File: config.mk
export PLATFORM = sky130hd
export DESIGN_NAME = trig_period_sequencer
export DESIGN_NICKNAME = d
export VERILOG_FILES = /design/src/rtl/trig_period_sequencer.sv
export SDC_FILE = /design/constraint.sdc
export NUM_CORES = 1
export LEC_CHECK = 0
export ABC_AREA = 1
export BUFFER_PORTS_ARGS = -buffer_cell sky130_fd_sc_hd__clkbuf_2
export CAP_MARGIN = 30
export CORE_MARGIN = 2
export CORE_UTILIZATION = 43
export CTS_CLUSTER_DIAMETER = 30
export DETAILED_ROUTE_END_ITERATION = 12
export PLACE_DENSITY = 0.72
export SYNTH_ARGS = -nofsm -noshare
export SYNTH_HDL_FRONTEND = slang
export SYNTH_SLANG_ARGS = --single-unit
File: constraint.sdc
create_clock -name clk -period 3.1 [get_ports clk]
set_input_delay 0.31 -clock clk [delete_from_list [all_inputs] [get_ports clk]]
set_output_delay 0.31 -clock clk [all_outputs]
set_load 0.03 [all_outputs]
File: src/rtl/trig_period_sequencer.sv
// Sequences a free-running counter: clears it, lets it run, counts ticks of one
// selected trigger bit, and pulses done (or aborted) when the sequence ends.
module trig_period_sequencer #(
    parameter int WIDTH  = 8,
    parameter int NPER_W = 8,
    parameter int SEL_W  = $clog2(WIDTH)
) (
    input  logic              clk,
    input  logic              n_rst,
    input  logic              start,
    input  logic              abort,
    input  logic [SEL_W-1:0]  sel,
    input  logic [NPER_W-1:0] n_periods,
    input  logic [WIDTH-1:0]  trig_in,
    output logic              cnt_n_rst,
    output logic              cnt_n_en,
    output logic              ready,
    output logic              busy,
    output logic              period_tick,
    output logic [NPER_W-1:0] periods_left,
    output logic              done,
    output logic              aborted,
    output logic [1:0]        state_dbg
);

    typedef enum logic [1:0] {
        S_IDLE  = 2'd0,
        S_CLEAR = 2'd1,
        S_RUN   = 2'd2,
        S_DONE  = 2'd3
    } state_t;

    state_t             state, state_nxt;
    logic [SEL_W-1:0]   sel_q, sel_nxt;
    logic [NPER_W-1:0]  left_q, left_nxt;
    logic               aborted_q, aborted_nxt;
    logic [SEL_W-1:0]   sel_clamped;

    // Out-of-range selects fall back to the counter's MSB.
    assign sel_clamped = (int'(sel) > WIDTH - 1) ? SEL_W'(WIDTH - 1) : sel;

    always_ff @(posedge clk) begin
        if (!n_rst) begin
            state     <= S_IDLE;
            sel_q     <= '0;
            left_q    <= '0;
            aborted_q <= 1'b0;
        end else begin
            state     <= state_nxt;
            sel_q     <= sel_nxt;
            left_q    <= left_nxt;
            aborted_q <= aborted_nxt;
        end
    end

    always_comb begin
        state_nxt   = state;
        sel_nxt     = sel_q;
        left_nxt    = left_q;
        aborted_nxt = 1'b0;
        case (state)
            S_IDLE: begin
                if (start) begin
                    sel_nxt   = sel_clamped;
                    left_nxt  = n_periods;
                    state_nxt = (n_periods == '0) ? S_DONE : S_CLEAR;
                end
            end
            S_CLEAR: begin
                if (abort) begin
                    state_nxt   = S_IDLE;
                    left_nxt    = '0;
                    aborted_nxt = 1'b1;
                end else begin
                    state_nxt = S_RUN;
                end
            end
            S_RUN: begin
                // Abort takes priority over a coincident final tick.
                if (abort) begin
                    state_nxt   = S_IDLE;
                    left_nxt    = '0;
                    aborted_nxt = 1'b1;
                end else if (period_tick) begin
                    if (left_q <= NPER_W'(1)) begin
                        state_nxt = S_DONE;
                        left_nxt  = '0;
                    end else begin
                        left_nxt = left_q - NPER_W'(1);
                    end
                end
            end
            S_DONE: begin
                state_nxt = S_IDLE;
            end
            default: begin
                state_nxt = S_IDLE;
            end
        endcase
    end

    // Counter runs only in RUN, so stale trigger bits are flushed before each run.
    assign cnt_n_rst    = (state == S_RUN);
    assign cnt_n_en     = (state != S_RUN);
    assign ready        = (state == S_IDLE);
    assign busy         = (state == S_CLEAR) || (state == S_RUN);
    assign done         = (state == S_DONE);
    assign aborted      = aborted_q;
    assign period_tick  = (state == S_RUN) && trig_in[sel_q];
    assign periods_left = left_q;
    assign state_dbg    = state;

endmodule

## After elaboration in Yosys (flattened, before gate mapping)

Cells that the tools add are included.

- Logic and storage cells: 41
- Register bits: 14
- Output and inout port bits: 17
- Input port bits: 23

- Reduce and logical (&&, ||, !) cells: 10
- Order comparisons: 2
- Equality and inequality tests: 8
- Add/sub/neg operators: 1
- Muxes and demuxes: 16

Operator list:

| cell | number |
|---|---|
| 2-to-1 mux 8 bit | 5 |
| case mux 8 bit (3 select lines) | 1 |
| 2-to-1 mux 2 bit | 6 |
| <= comparator 8 x 1 -> 1 bit (second input constant) | 1 |
| zero test 8 bit | 1 |
| case mux 2 bit (4 select lines) | 1 |
| subtractor 8 x 1 -> 8 bit (second input constant) | 1 |
| != test 2 bit (second input constant) | 3 |
| != test 3 x 2 -> 1 bit (second input constant) | 2 |
| == test 2 bit (second input constant) | 2 |
| < comparator 3 x 4 -> 1 bit (second input constant) | 1 |
| AND reduction 2 bit | 2 |
| AND reduction 4 bit | 1 |
| binary-select mux 1 bit (select 3 bit) | 1 |
| AND reduction 3 bit | 1 |
| nonzero test 3 bit | 1 |
| == test 2 x 1 -> 1 bit (second input constant) | 1 |
| zero test 2 bit | 1 |
| 2-to-1 mux 1 bit | 2 |
| OR reduction 2 bit | 1 |
| logical AND 1 bit | 1 |
| logical OR 1 bit | 1 |

## Depth between registers and ports, before layout

Gate-level depths: netlist of the first run.

- Depth after elaboration: 6
- Gate-level depth with buffers: 11
- Gate-level depth less buffers: 10

## Least setup slack after synthesis of the first run

No wires, ideal clock.

- Path kind: register to register
- Start point: register state[1] (netlist: state_dbg[1])
- End point: register left_q[2] (netlist: periods_left[2])
- Data required time: 3.036 ns
- Library setup time: 0.064 ns
- Data arrival time: 2.027 ns
- Stages on the path, launching flop included: 8
- Buffers on the path: 0
- Clock period less this slack: 2.091 ns
- Path slack: 1.009 ns
- Path through: dfxtp_1 > ha_1 > inv_1 > nor2_2 > nand3_1 > o21ai_0 > nor2_1 > nor2_1

- Longest elaborated chain between the ends: 4
- Elaborated cells on any way between the ends: 10
- Those cells by class: 5 x eq/ne; 1 x mux; 4 x reduce/logical

Ends and longest elaborated chain:

| what | RTL line | text |
|---|---|---|
| start: declaration | 33 | `state_t state, state_nxt;` |
| start signal: assignment | 49 | `state <= state_nxt;` |
| == test 2 bit * | - |  |
| named net cnt_n_rst | 15 | `output logic cnt_n_rst,` |
| logical AND 1 bit | 109 | `assign period_tick = (state == S_RUN) && trig_in[sel_q];` |
| != test 3 x 2 -> 1 bit (no source line) | - |  |
| AND reduction 4 bit (no source line) | - |  |
| end signal: assignment | 51 | `left_q <= left_nxt;` |
| end: declaration | 35 | `logic [NPER_W-1:0] left_q, left_nxt;` |

The timed path passes the listed nets; every way through them passes the cells marked *.
A chain may end at the register's enable or synchronous reset.

## Final worst setup path of the first run

- Start point: register state[0] (netlist: state_dbg[0])
- End point: output port busy

- Longest elaborated chain between the ends: 2
- Elaborated cells on any way between the ends: 3
- Those cells by class: 2 x eq/ne; 1 x reduce/logical

Ends and longest elaborated chain:

| what | RTL line | text |
|---|---|---|
| == test 2 x 1 -> 1 bit / == test 2 bit (equally long branches) | 106 | `assign busy = (state == S_CLEAR) \|\| (state == S_RUN);` |
| logical OR 1 bit * | 106 |  |
| end: declaration | 18 | `output logic busy,` |

Mark *: on every way between the ends. The rest lies on a longest branch, timed or not.

==> results of run 1 <==
## cell usage in the layout, fill, tap and decap left out, drive strengths merged
master / instances
nand4: 3
or2: 1
nand2: 37
o211ai: 1
o22ai: 6
ha: 7
a21oi: 6
xnor2: 1
o21ai: 8
nor2: 31
dfxtp: 14
nand3b: 1
xor2: 4
nand3: 10
inv: 31
clkbuf: 43
## worst max-delay path, stage by stage, from the launching register on
cell      delay, ns
dfxtp_1        0.42
inv_1          0.11
ha_1           0.51
clkbuf_2       0.27
## through the flow
step           hold WS, ns  setup WS [ns]  power [W]  cell area, um^2  utilization
2_1_floorplan        0.444           1.01    0.00117             1030            -
3_3_place_gp         0.467           1.48    0.00136             1240        0.555
3_5_place_dp         0.467           1.35    0.00138             1240        0.555
4_1_cts              0.283           1.22    0.00152             1270        0.571
5_1_grt              0.312           1.13    0.00166             1270        0.571
6_report             0.277           1.19    0.00151             1270        0.571
## cell families after synthesis
family	count (synthesis)	synth area share
and+or+nand+nor	83	0.354
buffers and inverters	34	0.135
AOI/OAI and AO/OA	21	0.112
DFF	14	0.272
adders and majority gates	7	0.0849
xor gates and xnor gates	5	0.0425
## layer usage
metal  vias to the layer above  routed length (um)  GRT usage
met5                         -                   0          0
met4                         0                  12     0.0385
met3                         2                 136     0.0537
met2                        31                1160      0.363
met1                       489                1060      0.204
li1                        588                   -          -
## power groups by stage
stage          clock [W]  sequential [W]  combinational, W
2_1_floorplan          0        0.000474          0.000701
4_1_cts         0.000137        0.000346           0.00104
3_3_place_gp           0        0.000345           0.00102
6_report        0.000134        0.000346           0.00103
3_5_place_dp           0        0.000350           0.00103
5_1_grt         0.000142        0.000360           0.00116
## layout make-up
cell class                 count  area (um^2)
sequential                    14          280
inverter                      31          116
clock buffer                   4         36.3
timing repair buffer          39          195
multi-input combinational    116          612
fill                         237          958
tap                           28         35.0
## sequential cells by signal, summed over array words and instances, names as in the netlist
signal        flops
periods_left      8
aborted           1
sel_q             3
state_dbg         2
## worst min-delay path by stage
stage	start	end	slack (ns)	depth (start not counted)
after detailed placement	sel_q[2]	sel_q[2]	0.47	2
after floorplan	sel_q[2]	sel_q[2]	0.44	2
final	sel[1]	sel_q[1]	0.28	3
after CTS	sel[1]	sel_q[1]	0.28	3
after global routing	abort	aborted	0.31	3
after global placement	sel_q[2]	sel_q[2]	0.47	2
==> results.txt, run 1 <==
* Run status: finished, final reports clean
- Clock tree synthesis inserted a total of 3 buffers.
- Worst-Margin Slew: 0.347 ns
- Cell internal power dissipation: 0.000676 W
- The first detailed-routing pass ran for 4 iterations.
* Root Buffer Master: clkbuf_4
* Length in cells of the worst reg-to-reg path: 6
- Of the total power, the share spent switching nets is 0.552.
* Worst-case clock skew: 0.00548 ns
* Post-route fraction of the period consumed by the critical path: 0.615
- Buffers inserted to repair hold after CTS numbered 0.
- For this block, the initial DRC count from the detailed router was 12.
- Most used DFF post-synth: dfxtp_1
- The share of total power dissipated in the clock network is 0.089.
- At the worst endpoint, the required time is 2.79 ns.
- RSZ-0062 raised after global routing: false
- Final Hold Viols: 0
- Most repeated cell in the gate-level netlist after synthesis: nand2_1
- Share of Yosys cell area claimed by the top area cell type: 0.272
* Global-route wire length before repair: 3.98 mm
- For this design the static power due to leakage is 0.731 nW.
- Setup total negative slack: 0 ns
* Net count of the mapped netlist: 194
- Antenna cells: 0
- Of the cells placed in the final design, the portion with a size suffix greater than 1 is 0.235.
- The worst pin sits at a relative slew slack of 0.769.
- Maximum vdd drop: 0.690 mV
- Entering global routing, the biggest net connects 17 pins.
- Clock-pin slew on the worst setup and hold paths: 0.09 ns
- Power spread over the standard cell area amounts to 1180 nW/um^2.
* Number of register bits inferred by synthesis: 14
- Fin. max-slew vios: 0
- For flop-to-flop paths, the worst setup slack is 1.32 ns.
- Data on the critical path arrives at its endpoint at 1.60 ns.
* Mapped Cells: 164
* Final critical path time including I/O delays and setup: 1.91 ns
* Worst Path Class, Setup: register to output port
- Summed instance area of the synthesized netlist: 1030 um^2
- Critical path peak fanout: 10
- Worst min-delay path class: primary input to register
* TritonCTS clock tree: yes
* Number of gates resized after CTS: 0
- After synthesis, the mean cell area works out to 6.29 um^2.
* Number of synthesis warnings: 0
- Overflow after GRT: 0
- Counting instances in the post-synthesis netlist gives the leading cell types as nand2_1, inv_1, nor2_1.
- Post-DP HPWL: 1.88 mm
- Synth cell types: 22
* Cells taking the most area after synthesis: dfxtp_1, nand2_1, inv_1
- CTS sink cnt: 14
- Counting flops with a built-in enable in the synthesized netlist gives 0.
- Measured along the y axis, the die boundary spans 53.0 um.
- Once detail routing completed, the nets flagged for antenna violations numbered 0.
* Part of the power in combinational logic: 0.682
- Final-stage net count: 235
- R2r startpoint: state_dbg[0]
- Proportion of synthesized chip area in sequential cells: 0.272
- Post-CTS setup buffer count: 0
* Area of the core: 2230 um^2
- Achievable Freq: 0.525 GHz
* Total Die Area: 2810 um^2
* RD Place Congestion: 0.903
- Top Ports: 40
- Switching pwr: 0.000834 W
- Max Cap Violations: 0
* Overall track demand over capacity in global routing: 0.189
- Type of element capturing the critical path: output port
* Total instance count after detailed placement: 228
* Average wire per cell in the routed design: 10.2 um
* Initial core utilization: 0.462
- Power share of the sequential group: 0.229
* Total of endpoints with negative setup slack in the final report: 0
* Number of antenna violations at the first check in global routing: 0
- Total Routed Length: 2.37 mm
- Insertion delay to the later sink of the worst-skew pair: 0.28 ns
* Vias in the first global route: 996
- Core Rows: 17
* Remaining routing DRC violations: 0
- I/O Buffers: 39
* Worst setup path start: state_dbg[0]
* Die Width: 53.0 um
* H-tree lvl count: 1
* Critical Path End: busy
- Layout Area Growth over Synthesis: 23.7%
* Fraction of synthesis flops using an asynchronous set or reset pin: 0
* Drt via density: 4.78
- Most area-hungry cell type in the Yosys netlist: dfxtp_1
* Setup crit start kind: register
* Post-layout instance count excluding filler cells: 232
- Reg2Reg Capture Point: periods_left[5]
* Via count: 1110
- The clock passes through at most 2 buffers.
(Power assumes the default switching activity.)
==> inputs of run 2 (changes only) <==
ABC_AREA = 0   (was 1)
PLACE_DENSITY = 0.75   (was 0.72)
clock period = 1.75 ns   (was 3.1 ns; I/O delays follow)
==> run 2 against run 1 <==
Effect of this change:
- the flow now finishes with violations (negative setup slack)
- largest power group unchanged
- core utilization rose by 12 points
- worst hold slack got worse by 0.16 ns
- die area fell by 0.57%
- routed wire length rose by 46%
- cell count fell by 9.1%
- highest routed layer unchanged
- sequential power rose by 77%
- final area rose by 20%
==> results.txt, run 2 <==
* Most area-hungry cell type in the Yosys netlist: dfxtp_1 (unchanged)
- Cell internal power dissipation: 0.00145 W (was 0.000676 W)
- Setup crit start kind: register (unchanged)
- The actual transition at the worst max-transition pin was 0.415 ns (was 0.347 ns).
* Worst max-slew margin expressed relative to the limit: 0.723 (was 0.769)
- The top flip-flop cell by instance count after synthesis is dfxtp_1 (unchanged).
* Crit path cell chain: or3_4, o31ai_4, o21ai_1, o211ai_1, o31ai_1 (was inv_1, ha_1, clkbuf_2)
- Derived from the worst setup path, the maximum achievable clock frequency is 0.566 GHz.
* Total of endpoints with negative setup slack in the final report: 2 (was 0)
* Via count: 1235 (was 1110)
* Post-DP HPWL: 2.29 mm (was 1.88 mm)
- Average wire per cell in the routed design: 16.4 um (was 10.2 um)
* Drt via density: 5.85 (was 4.78)
* Worst min-delay path class: primary input to register (unchanged)
- Final Hold Viols: 0 (unchanged)
- The unique cell type count in the Yosys netlist came to 40 (was 22).
- Number of synthesis warnings: 0 (unchanged)
- The critical-path maximum fanout was 5 (was 10).
- The post-synthesis instance total came to 128 (was 164).
- Power share of the sequential group: 0.196 (was 0.229)
- Fraction of synthesis flops using an asynchronous set or reset pin: 0 (unchanged)
- Number of search-and-repair iterations in the first detailed-routing pass: 5 (was 4)
- Net count of the mapped netlist: 158 (was 194)
* Summed instance area of the synthesized netlist: 1020 um^2 (was 1030 um^2)
* Clock-pin slew on the worst setup and hold paths: 0.10 ns (was 0.09 ns)
* Overall track demand over capacity in global routing: 0.250 (was 0.189)
- The number of levels in the clock H-tree is 1 (unchanged).
- The most frequent standard cell in the layout excluding fill and tap cells is clkbuf_2 (unchanged).
- Die Y: 52.8 um (was 53.0 um)
- The leftover overflow at the end of global routing was 0 (unchanged).
* Top Ports: 40 (unchanged)
- Cells taking the most area after synthesis: dfxtp_1, ha_1, a21oi_1 (was dfxtp_1, nand2_1, inv_1).
- The buffer cell driving the clock tree root is clkbuf_4 (unchanged).
- Max reg flops: 8 (unchanged)
- Post-layout total power: 0.00312 W (was 0.00151 W)
- Run status: finished, violations left (was finished, final reports clean)
- Detailed router's first-iteration violation count: 54 (was 12)
- Number of nets still failing antenna checks after routing: 0 (unchanged)
- The initial antenna violation count is 0 (unchanged).
- The filler-free cell count of the finished design came to 211 (was 232).
* Switching share of total power: 0.535 (was 0.552)
- Post-Syn Area per Cell: 8.01 um^2 (was 6.29 um^2)
- Antenna cells: 0 (unchanged)
- Number of inserted filler cells in the final layout: 175 (was 237)
* I/O Buffers: 39 (unchanged)
* Worst slack after detailed placement: -0.0164 ns (was 1.35 ns)
* TritonCTS clock tree: yes (unchanged)
- The maximum number of pins on one net before global-route repair was 15 (was 17).
- Failing checks: negative setup slack
- Pwr Density: 2040 nW/um^2 (was 1180 nW/um^2)
- The number of enable-type register cells in the synthesized netlist came to 0 (unchanged).
- The number of global-route vias before repair is 1089 (was 996).
- Cell with the biggest individual delay on the critical path: or3_4 (was ha_1)
- Fin. max-slew vios: 0 (unchanged)
- Final critical path time including I/O delays and setup: 1.77 ns
- RSZ-0062 raised after global routing: true (was false).
- The worst setup margin was -0.0174 ns (was 1.19 ns).
- Layout Area Growth over Synthesis: 49.6% (was 23.7%)
- Leakage power summed over all cells: 0.657 nW (was 0.731 nW)
- Die Width: 52.8 um (was 53.0 um)
- Switching pwr: 0.00167 W (was 0.000834 W)
* Leading cell types in the layout, fill and taps excluded: clkbuf_2, buf_4, a21oi_1 (was clkbuf_2, nand2_1, inv_1, nor2_1, dfxtp_1)
- The delay contributed by the slowest stage of the critical path is 0.47 ns (was 0.51 ns).
- The number of storage elements in the synthesis netlist came to 14 (unchanged).
- The share of the synthesized area in the top cell type is 0.274 (was 0.272).
- The worst-case hold slack is 0.114 ns (was 0.277 ns).
- Part of the power in combinational logic: 0.726 (was 0.682)
* Global-route wire length before repair: 5.11 mm (was 3.98 mm)
* Max Cap Violations: 0 (unchanged)
- Required time at the endpoint of the critical path: 1.92 ns (was 2.79 ns)
- Arrival time at the worst endpoint: 1.94 ns (was 1.60 ns)
- Core Rows: 17 (unchanged)
* Post-route fraction of the period consumed by the critical path: 1.01
* Total instance count after detailed placement: 203 (was 228)
- The total detailed-routing wirelength came to 3.45 mm (was 2.37 mm).
- The peak supply drop was 1.32 mV (was 0.690 mV).
* Initial core utilization: 0.459 (was 0.462)
- CTS sink cnt: 14 (unchanged)
- The most used standard cell by instance count after synthesis is dfxtp_1 (was nand2_1).
* RD Place Congestion: 0.898 (was 0.903)
* Proportion of synthesized chip area in sequential cells: 0.274 (was 0.272)
- The clock power share was 0.078 (was 0.089).
- Type of element capturing the critical path: register (was output port)
- Worst Path Class, Setup: register to register (was register to output port)
- The worst clock skew was 0.00537 ns (was 0.00548 ns).
- Insertion delay to the later sink of the worst-skew pair: 0.29 ns (was 0.28 ns)
* Total Die Area: 2790 um^2 (was 2810 um^2)
- Remaining routing DRC violations: 0 (unchanged)
- Share of post-route cells with drive strength above 1: 0.475 (was 0.235)
* Clk buf depth: 2 (unchanged)
- List of most frequent post-synthesis cells: dfxtp_1, a21oi_1, nand2_1, nor2_1, o21ai_1 (was nand2_1, inv_1, nor2_1)
- The area inside the core boundary came to 2230 um^2 (unchanged).
- The number of buffers added by the clock tree synthesis step came to 3 (unchanged).
- Final-stage net count: 214 (was 235)
-- run 2: changes by cell type after synthesis, sizes merged, moves of 4 or more --
cell / change
nand3: -5
o21ai: +5
nand2: -28
inv: -22
xor2: -4
o22ai: -4
a311oi: +4
nor2b: +6
nor2: -22
nor3: +8
a21oi: +5
-- run 2: critical path: cells and delay by family, from the launching register on --
kind             cells  cell delay (ns)
AND/OR/NAND/NOR      1             0.47
flip-flops           1             0.34
AO/OA/AOI/OAI        4             0.84
-- run 2: final timing paths --
path                                 startpoint         endpoint  slack [ns]  depth (start not counted)
worst min register to register         sel_q[0]         sel_q[0]        0.51                          2
worst max register to register  periods_left[4]  periods_left[5]       -0.02                          5
worst min-delay path                     sel[1]         sel_q[1]        0.11                          3
worst max-delay path            periods_left[4]  periods_left[5]       -0.02                          5
-- run 2: final cells by class --
type / count / area (um^2) / share of cell area
flip-flops and latches: 14 / 292 / 0.190
repair buffers: 53 / 307 / 0.200
multi-input cells: 103 / 826 / 0.539
well taps: 28 / 35.0 / 0.0229
clock buffers: 4 / 36.3 / 0.0237
inverters: 9 / 37.5 / 0.0245
-- run 2: through the flow --
step                      cell area (um^2)  utilization  setup TNS (ns)
after floorplan                       1080            -         -0.0349
after global routing                  1530        0.686          -0.383
final                                 1530        0.686         -0.0341
after detailed placement              1380        0.616         -0.0164
after global placement                1380        0.616        -0.00146
after CTS                             1450        0.648               0
-- run 2: power by group through the flow --
stage / Sequential [W] / Combinational, W / Clock [W]
2_1_floorplan: 0.000812 / 0.00111 / 0
3_3_place_gp: 0.000589 / 0.00184 / 0
3_5_place_dp: 0.000594 / 0.00187 / 0
4_1_cts: 0.000594 / 0.00199 / 0.000239
5_1_grt: 0.000631 / 0.00243 / 0.000263
6_report: 0.000611 / 0.00227 / 0.000243
-- run 2: layer usage --
| metal | up-vias | share of wire | GRT usage |
|---|---|---|---|
| li1 | 593 | - | - |
| met5 | - | 0 | 0 |
| met1 | 538 | 0.41 | 0.341 |
| met3 | 21 | 0.095 | 0.0371 |
| met4 | 0 | 0.044 | 0.0983 |
| met2 | 83 | 0.45 | 0.392 |
-- run 2: what timing repair did --
action / in CTS / in global routing
endpoints found under the setup margin: 6 / 11
endpoints found under the hold margin: 0 / 0
gates resized for setup: 6 / 14
buffers inserted: 0 / 3
hold buffers: 0 / 0
pin swaps: 1 / 2
cloned: 1 / 0
-- run 2: kinds of logic (layout without fill, tap and decap cells) --
family	after synthesis	in the layout	share of synthesized area
DFF	14	14	0.274
muxes	5	5	0.0513
and+or+nand+nor	49	49	0.260
buffers and inverters	12	66	0.0464
AOI/OAI and AO/OA	41	42	0.283
adders and majority gates	7	7	0.0855
==> inputs of run 3 (changes only) <==
CORE_ASPECT_RATIO = 1.4   (was unset)
==> run 3 against run 2 <==
Effect of this change:
- the run now ends clean
- clock power about the same
- fmax increased by 1.7%
- register-to-register slack improved by 0.03 ns
- non-clock buffer count rose by 1
- flip-flop and latch count stayed put
- clock skew up 0.0018 ns
- routed wire length is 7.9% lower
- sequential power decreased by 3.6%
- first-iteration DRC count unchanged
- sequential share of layout area grew 0.86 points
- final area shrank 3.1%
- die area is 0.20% higher
- critical path type unchanged
- critical endpoint is now periods_left[3]
==> results.txt, run 3 (same netlist as run 2, synthesis figures left out) <==
- RSZ-0062 raised after global routing: true (unchanged)
* Post-layout instance count excluding filler cells: 206 (was 211)
* I/O Buffers: 39 (unchanged)
* CP top delay family: compound AO/OA/AOI/OAI gates (unchanged)
- The power density over the cells was 1970 nW/um^2 (was 2040 nW/um^2).
- Leading cell types in the layout, fill and taps excluded: clkbuf_2, buf_4, a21oi_1 (unchanged)
* Final-stage net count: 215 (was 214)
- The category of the critical setup timing path is register to register (unchanged).
- Global-route wire length before repair: 4.93 mm (was 5.11 mm)
* Insertion delay to the later sink of the worst-skew pair: 0.29 ns (about the same)
- Achievable Freq: 0.576 GHz (was 0.566 GHz)
- The post-place setup slack came to 0.0354 ns (was -0.0164 ns).
* Commonest non-fill, non-tap cell in the layout: clkbuf_2 (unchanged)
* Top Ports: 40 (unchanged)
* H-tree lvl count: 1 (unchanged)
- Required time at the endpoint of the critical path: 1.92 ns (about the same)
- Worst-Margin Slew: 0.489 ns (was 0.415 ns)
- The delay contributed by the slowest stage of the critical path was 0.46 ns (was 0.47 ns).
- Fin. max-slew vios: 0 (unchanged)
* TritonCTS clock tree: yes (unchanged)
* Maximum vdd drop: 1.16 mV (was 1.32 mV)
* Area of the core: 2230 um^2 (about the same)
- The vias after detailed routing came to 1229 (was 1235).
- Crit path cell chain: or3_1, o31ai_2, o21ai_1, o21ai_1, a21oi_1 (was or3_4, o31ai_4, o21ai_1, o211ai_1, o31ai_1).
- The number of design-rule violations left by the first detailed-router iteration came to 54 (unchanged).
* CTS buffer count: 3 (unchanged)
* Clk buf depth: 2 (unchanged)
* Clock-pin slew on the worst setup and hold paths: 0.09 ns (was 0.10 ns)
- Maximum number of pins on one net before global-route repair: 15 (unchanged)
- Remaining routing DRC violations: 0 (unchanged)
- The total detailed-routing wirelength came to 3.18 mm (was 3.45 mm).
- Initial core utilization: 0.460 (was 0.459)
* Worst-case clock skew: 0.00719 ns (was 0.00537 ns)
- The final setup violation count came to 0 (was 2).
* Final worst-path setup slack: 0.0125 ns (was -0.0174 ns)
- The number of flip-flops under the largest register name came to 8 (unchanged).
* Average wire per cell in the routed design: 15.4 um (was 16.4 um)
* Dominant cell type by count on the critical path: o21ai_1
- The number of global-route vias before repair was 1157 (was 1089).
- Final Instance Area: 1490 um^2 (was 1530 um^2)
- Overflow after GRT: 0 (unchanged)
* Total Die Area: 2790 um^2 (about the same)
- The height of the die was 61.8 um (was 52.8 um).
* Antenna cells: 0 (unchanged)
- GR met2 Demand/Resource: 0.451 (was 0.392)
* Worst min-delay path class: primary input to register (unchanged)
- Leakage power summed over all cells: 0.654 nW (was 0.657 nW)
- Layout Area Growth over Synthesis: 44.9% (was 49.6%)
- The startpoint type of the worst setup path is a register (unchanged).
- The initial antenna violation count was 0 (unchanged).
- Placed Area: 1390 um^2 (was 1380 um^2)
* Overall track demand over capacity in global routing: 0.241 (was 0.250)
- The fraction of final layout cells sized beyond drive strength 1 is 0.462 (was 0.475).
- Run status: finished, final reports clean (was finished, violations left)
- The final hold violation count is 0 (unchanged).
- Number of nets still failing antenna checks after routing: 0 (unchanged)
* Number of buffers inserted by hold repair at cts: 0 (unchanged)
- Global routing's busiest layer: met2 (unchanged)
* Number of buffers and inverters on the critical path: 0 (unchanged)
- The met1 track demand over resource was 0.258 (was 0.341).
- CTS sink cnt: 14 (unchanged)
- The global placement routability congestion came to 0.980 (was 0.898).
- Cell with the biggest individual delay on the critical path: or3_1 (was or3_4)
* Post-route fraction of the period consumed by the critical path: 0.993 (was 1.01)
- Max Cap Violations: 0 (unchanged)
- The post-detailed-placement half-perimeter wirelength was 2.44 mm (was 2.29 mm).
- Global routing usage on met3: 0.0318 (was 0.0371)
- The critical-path maximum fanout is 5 (unchanged).
* Type of element capturing the critical path: register (unchanged)
* Number of search-and-repair iterations in the first detailed-routing pass: 4 (was 5)
* Final critical path time including I/O delays and setup: 1.74 ns (was 1.77 ns)
- Total instance count after detailed placement: 200 (was 203)
- The worst endpoint data arrival time came to 1.91 ns (was 1.94 ns).
* Die Width: 45.3 um (was 52.8 um)
* Drt via density: 5.97 (was 5.85)
- Worst hold slack after final layout: 0.104 ns (was 0.114 ns)
* Worst max-slew margin expressed relative to the limit: 0.672 (was 0.723)
- Core Rows: 20 (was 17)
- The buffer cell driving the clock tree root was clkbuf_4 (unchanged).
## run 3: metrics by stage
step                      total power (W)  setup TNS [ns]  utilization
after detailed placement          0.00252               0        0.624
final                             0.00293               0        0.667
after global routing              0.00315          -0.217        0.667
after global placement            0.00249               0        0.624
after CTS                         0.00278               0        0.644
after floorplan                   0.00192         -0.0349            -
## run 3: area by class of cell
cell class | count | area, um^2
multi-input cells | 103 | 774
fillers | 201 | 742
repair buffers | 54 | 314
flip-flops and latches | 14 | 295
inverters | 9 | 37.5
clock buffers | 4 | 36.3
well taps | 22 | 27.5
## run 3: final timing paths
path / from / to / slack [ns] / depth (start not counted)
worst max-delay path: periods_left[2] / periods_left[3] / 0.01 / 5
worst min-delay path: sel[0] / sel_q[0] / 0.10 / 3
worst max register to register: periods_left[2] / periods_left[3] / 0.01 / 5
worst min register to register: sel_q[2] / sel_q[2] / 0.50 / 2
## run 3: tightest hold or removal path, stage by stage
cell	delay, ns
clkbuf_2	0.08
nand3_1	0.05
a21oi_1	0.05
## run 3: report_power, final
part	total [W]	internal, W	leakage (nW)	switching, W
sequential	0.000589	0.000460	0.118	0.000128
combinational	0.00210	0.000831	0.515	0.00127
clock	0.000242	0.000127	0.0210	0.000115
total	0.00293	0.00142	0.654	0.00152
## run 3: repair_timing
item	CTS	global route
pin swaps	1	2
setup buffers	0	1
gates cloned	0	1
setup endpoints to repair	1	9
resized for setup	2	11
## run 3: metal layers
metal	wire (um)	vias up	part of all wire
met5	0	-	0
met4	118	0	0.037
met3	241	18	0.076
met2	1700	73	0.53
met1	1130	547	0.35
li1	-	591	-
